$ cat src/rtl/alien_mover.sv
// alien_mover: turns accepted motion commands into pixel-by-pixel moves of the
// alien position registers. Drives the canLeft/canRight boundary flags sampled
// by the zig-zag controller, and sets a sticky landed flag at the bottom limit.
// Ports:
//   clk, reset       clock, asynchronous active-high reset
//   enable, motion   command strobe and 3-bit command (001 L, 010 R, 100 D)
//   x, y             10-bit alien position
//   canLeft/Right    a left/right command would be accepted now (combinational)
//   busy             a move is in progress
//   landed           alien reached Y_MAX; cleared only by reset
module alien_mover #(
  parameter int unsigned X_MIN  = 0,
  parameter int unsigned X_MAX  = 600,
  parameter int unsigned Y_MAX  = 448,
  parameter int unsigned X_INIT = 304,
  parameter int unsigned Y_INIT = 32,
  parameter int unsigned STEP_X = 8,
  parameter int unsigned STEP_Y = 16
) (
  input  logic       clk,
  input  logic       reset,
  input  logic       enable,
  input  logic [2:0] motion,
  output logic [9:0] x,
  output logic [9:0] y,
  output logic       canLeft,
  output logic       canRight,
  output logic       busy,
  output logic       landed
);

  localparam int unsigned PW = 10;  // position / counter width
  localparam int unsigned CW = 11;  // boundary compare width, avoids wrap

  localparam logic [2:0] CMD_LEFT  = 3'b001;
  localparam logic [2:0] CMD_RIGHT = 3'b010;
  localparam logic [2:0] CMD_DOWN  = 3'b100;

  typedef enum logic [1:0] {IDLE, MOVE, LANDED} state_t;
  typedef enum logic [1:0] {DIR_LEFT, DIR_RIGHT, DIR_DOWN} dir_t;

  state_t        state_q, state_d;
  dir_t          dir_q, dir_d;
  logic [PW-1:0] rem_q, rem_d;
  logic [PW-1:0] x_q, x_d;
  logic [PW-1:0] y_q, y_d;
  logic          can_left_c, can_right_c;

  // Boundary flags: only meaningful while waiting for a command
  assign can_left_c  = (state_q == IDLE) &&
                       (CW'(x_q) >= CW'(X_MIN) + CW'(STEP_X));
  assign can_right_c = (state_q == IDLE) &&
                       (CW'(x_q) + CW'(STEP_X) <= CW'(X_MAX));

  // State and position registers
  always_ff @(posedge clk or posedge reset) begin
    if (reset) begin
      state_q <= IDLE;
      dir_q   <= DIR_LEFT;
      rem_q   <= '0;
      x_q     <= PW'(X_INIT);
      y_q     <= PW'(Y_INIT);
    end else begin
      state_q <= state_d;
      dir_q   <= dir_d;
      rem_q   <= rem_d;
      x_q     <= x_d;
      y_q     <= y_d;
    end
  end

  // Command acceptance and one-pixel-per-cycle stepping
  always_comb begin
    state_d = state_q;
    dir_d   = dir_q;
    rem_d   = rem_q;
    x_d     = x_q;
    y_d     = y_q;
    case (state_q)
      IDLE: begin
        if (enable) begin
          case (motion)
            CMD_LEFT: begin
              if (can_left_c) begin
                dir_d   = DIR_LEFT;
                rem_d   = PW'(STEP_X);
                state_d = MOVE;
              end
            end
            CMD_RIGHT: begin
              if (can_right_c) begin
                dir_d   = DIR_RIGHT;
                rem_d   = PW'(STEP_X);
                state_d = MOVE;
              end
            end
            CMD_DOWN: begin
              dir_d   = DIR_DOWN;
              rem_d   = PW'(STEP_Y);
              state_d = MOVE;
            end
            default: ;
          endcase
        end
      end
      MOVE: begin
        rem_d = rem_q - PW'(1);
        case (dir_q)
          DIR_LEFT:  x_d = x_q - PW'(1);
          DIR_RIGHT: x_d = x_q + PW'(1);
          DIR_DOWN:  y_d = y_q + PW'(1);
          default:   ;
        endcase
        // Last pixel of the move: landing is judged on the updated y
        if (rem_q == PW'(1)) begin
          if ((dir_q == DIR_DOWN) && (CW'(y_d) >= CW'(Y_MAX))) begin
            state_d = LANDED;
          end else begin
            state_d = IDLE;
          end
        end
      end
      LANDED:  ;
      default: state_d = IDLE;
    endcase
  end

  assign x        = x_q;
  assign y        = y_q;
  assign canLeft  = can_left_c;
  assign canRight = can_right_c;
  assign busy     = (state_q == MOVE);
  assign landed   = (state_q == LANDED);

endmodule
$ cat config.mk
export PLATFORM = sky130hd
export DESIGN_NAME = alien_mover
export DESIGN_NICKNAME = d
export VERILOG_FILES = /design/src/rtl/alien_mover.sv
export SDC_FILE = /design/constraint.sdc
export NUM_CORES = 1
export LEC_CHECK = 0
export ABC_AREA = 1
export BUFFER_PORTS_ARGS = -buffer_cell sky130_fd_sc_hd__buf_4
export CAP_MARGIN = 10
export CORE_MARGIN = 2
export CORE_UTILIZATION = 45
export DETAILED_ROUTE_END_ITERATION = 10
export SLEW_MARGIN = 20
export SYNTH_ARGS = -nofsm -noshare
export SYNTH_HDL_FRONTEND = slang
export SYNTH_SLANG_ARGS = --single-unit
$ cat constraint.sdc
create_clock -name clk -period 2.8 [get_ports clk]
set_input_delay 0.56 -clock clk [delete_from_list [all_inputs] [get_ports clk]]
set_output_delay 0.56 -clock clk [all_outputs]
set_load 0.03 [all_outputs]
==> flow_metrics.tcl <==
set metrics [dict create \
    status "complete, no violations" \
    syn_to_final_growth_pct 16.05 \
    crit_buf_inv 2 \
    cpLargestDelayFamily "simple AND/OR/NAND/NOR gates" \
    diodes 0 \
    vias 1991 \
    initial_core_util_pct 45.91 \
    die_y_um 75.72 \
    rows 26 \
    preCtsSetupSlack_ps 660.2 \
    htree_levels 2 \
    gp_congestion 0.8867 \
    drv_cap 0 \
    clkSinkCount 34 \
    cp_slowest_cell "dfrtp_1" \
    layout_setup_ws_ps 648.0 \
    min_path_type "input port to asynchronous set/reset pin" \
    rsz0062_at_grt "false" \
    die_area_sq_mm 0.005734 \
    syn-instance-count 309 \
    grt_max_degree 35 \
    netlist_area_sq_mm 0.002315 \
    skew_ps 8.285 \
    finalSetupViolations 0 \
    grt_pass1_vias 1838 \
    maxSlewHeadroom_pct 62.36 \
    finalMaxSlewViolations 0 \
    wirelength_mm 4.863 \
    ys_seq_elements 34 \
    syn_area_per_cell_sq_um 7.491 \
    synth-seq-area-share_pct 36.97 \
    clk_pin_slew_ps 70 \
    cts_root_buf "clkbuf_8" \
    crit_required_ps 3020 \
    ys_types 31 \
    period_share_pct 76.86 \
    dp_cells 406 \
    dp_hpwl_mm 3.631 \
    leakagePower_nw 1.308 \
    drt_iter0_markers 87 \
    wl_per_cell_um 11.75 \
    grt_overflow 0 \
    cts_buffers 5 \
    arrival_ps 2380 \
    syn_nets 327 \
    drc 0 \
    nFillCells 497 \
    post_cts_buffers 0 \
    cp_max_fo 10 \
    io_buffers 29 \
    min_period_ps 2152 \
    finalSetupTns_ps 0 \
    fmax_ghz 0.4647 \
    hold_buffers 0 \
    grt_use_total_pct 19.34 \
    grt_antenna_before_repair 0 \
    worstMarginPinSlew_ps 564.0 \
    grt_pass1_wl_mm 8.507 \
    cts.path.max_buffers 2 \
    vdd_drop_max_v 0.0006810 \
    cts_resized 0 \
    avgViaCountPerCell 4.809 \
    drtPass1Iterations 4 \
    yosys_warnings 0 \
    dieWidth_um 75.72 \
    cts_tree "built" \
    worst_setup_path_start_kind "flop" \
    ios 30 \
    max_stage_delay_ps 440 \
    final_nets 361 \
    rrSetupSlack_ps 650 \
    postRouteAntennaNets 0 \
    hold_violations 0 \
    instances_no_fill 414 \
    utilization_pct 53.28 \
    core-area_sq_mm 0.005042 \
    p_per_area_mw_per_mm2 1248 \
    final_layout_size_suffix_gt1_share_pct 21.80 \
    hold_ws_ps 370.9 \
    worstSetupEndpointType "flop" \
    critical_path_class "flop to flop" \
    insertion_delay_ps 290 \
    path_cells "inv_1 -> nand2_1 -> ha_1 -> a21oi_1 -> o21ai_1 -> inv_2 -> o21ai_1 -> or2_0 -> nand3_1 -> nand2_1" \
]
## power by group
group          leakage [nW]  switching, W  internal, W  total [W]
sequential            0.421      0.000238     0.000707   0.000946
combinational         0.839       0.00127     0.000757    0.00203
clock                0.0482      0.000183     0.000198   0.000381
total                  1.31       0.00169      0.00166    0.00335
## final timing paths
kind,from,to,depth (start not counted)
worst max-delay path,dir_q[1],x[5],10
worst min-delay path,reset,y[9],3
worst max register to register,dir_q[1],x[5],10
worst min register to register,rem_q[8],rem_q[8],2
max in group asynchronous,reset,x[4],3
min in group clk,rem_q[8],rem_q[8],2
## placed cells by master (no fill, tap or decap), types with 2 or more instances in the layout
cell type / netlist / layout
nor2_1: 31 / 31
a21oi_1: 8 / 8
nand2_1: 81 / 81
ha_1: 11 / 11
o21ai_2: 8 / 8
nand4_1: 8 / 8
clkbuf_8: 0 / 6
inv_2: 4 / 4
inv_1: 36 / 36
dfrtp_1: 30 / 30
xnor2_1: 8 / 8
o21ai_0: 11 / 11
xor2_1: 8 / 8
o21ai_1: 6 / 6
nor2_2: 3 / 3
nor2_4: 3 / 3
buf_4: 1 / 30
nand3_1: 21 / 21
a21oi_2: 2 / 2
nand2_2: 12 / 12
dfstp_2: 4 / 4
nor3_1: 3 / 3
## tightest hold or removal path: cells and delay by family
| family | cells | cell delay [ps] |
|---|---|---|
| buffers and inverters | 3 | 530 |
## flip-flops by register name, indices dropped and copies added, names as in the netlist
signal	flops
rem_q	10
x	10
y	10
state_q	2
dir_q	2
## cells in the mapped netlist
library cell | number | area [sq um]
o21bai_1 | 1 | 7.510
nand4_1 | 8 | 50.05
o21a_1 | 1 | 7.510
nor2_4 | 3 | 33.78
o21ai_1 | 6 | 30.03
buf_2 | 1 | 5.000
nor2_2 | 3 | 18.77
inv_4 | 1 | 6.260
a31oi_1 | 1 | 6.260
xor2_1 | 8 | 70.07
buf_4 | 1 | 7.510
fa_1 | 1 | 20.02
or2_2 | 1 | 6.260
inv_1 | 36 | 135.1
a21oi_2 | 2 | 17.52
xnor2_1 | 8 | 70.07
inv_2 | 4 | 15.01
o21ai_0 | 11 | 55.05
nand2_1 | 81 | 304.0
a21oi_1 | 8 | 40.04
nor3_1 | 3 | 15.01
nand3_1 | 21 | 105.1
dfstp_2 | 4 | 105.1
dfrtp_1 | 30 | 750.7
ha_1 | 11 | 137.6
o211ai_1 | 1 | 7.510
or2_0 | 1 | 6.260
o21ai_2 | 8 | 70.07
buf_12 | 1 | 20.02
nor2_1 | 31 | 116.4
nand2_2 | 12 | 75.07
## layer usage
layer	GRT usage (%)	share of wire, %	up-vias
met5	0	0	-
li1	-	-	1063
met1	29.68	53	885
met3	4.365	4.7	4
met2	26.86	41	39
met4	5.848	0.90	0
## logic make-up after synthesis
logic type | Yosys count | synth area share (%)
AO/OA/AOI/OAI | 39 | 10.43
XOR/XNOR | 16 | 6.054
adder cells (fa/ha/maj) | 12 | 6.811
buffers and inverters | 44 | 8.162
flip-flops | 34 | 36.97
AND/OR/NAND/NOR | 164 | 31.57
## area by class of cell
cell class	instances	area (sq um)	share of cell area [%]
flip-flops and latches	34	855.8	31.86
clock inverters	1	5.005	0.1863
repair buffers	30	225.2	8.384
multi-input cells	231	1270	47.28
inverters	41	156.4	5.822
well taps	70	87.58	3.260
clock buffers	7	86.33	3.214
## metrics by stage
stage | power (W) | instance area, sq um
floorplan | 0.002513 | 2315
global placement | 0.002967 | 2595
detailed placement | 0.002980 | 2595
CTS | 0.003378 | 2686
global route | 0.003718 | 2686
finish | 0.003352 | 2686
Power figures use the tool's default switching activity.
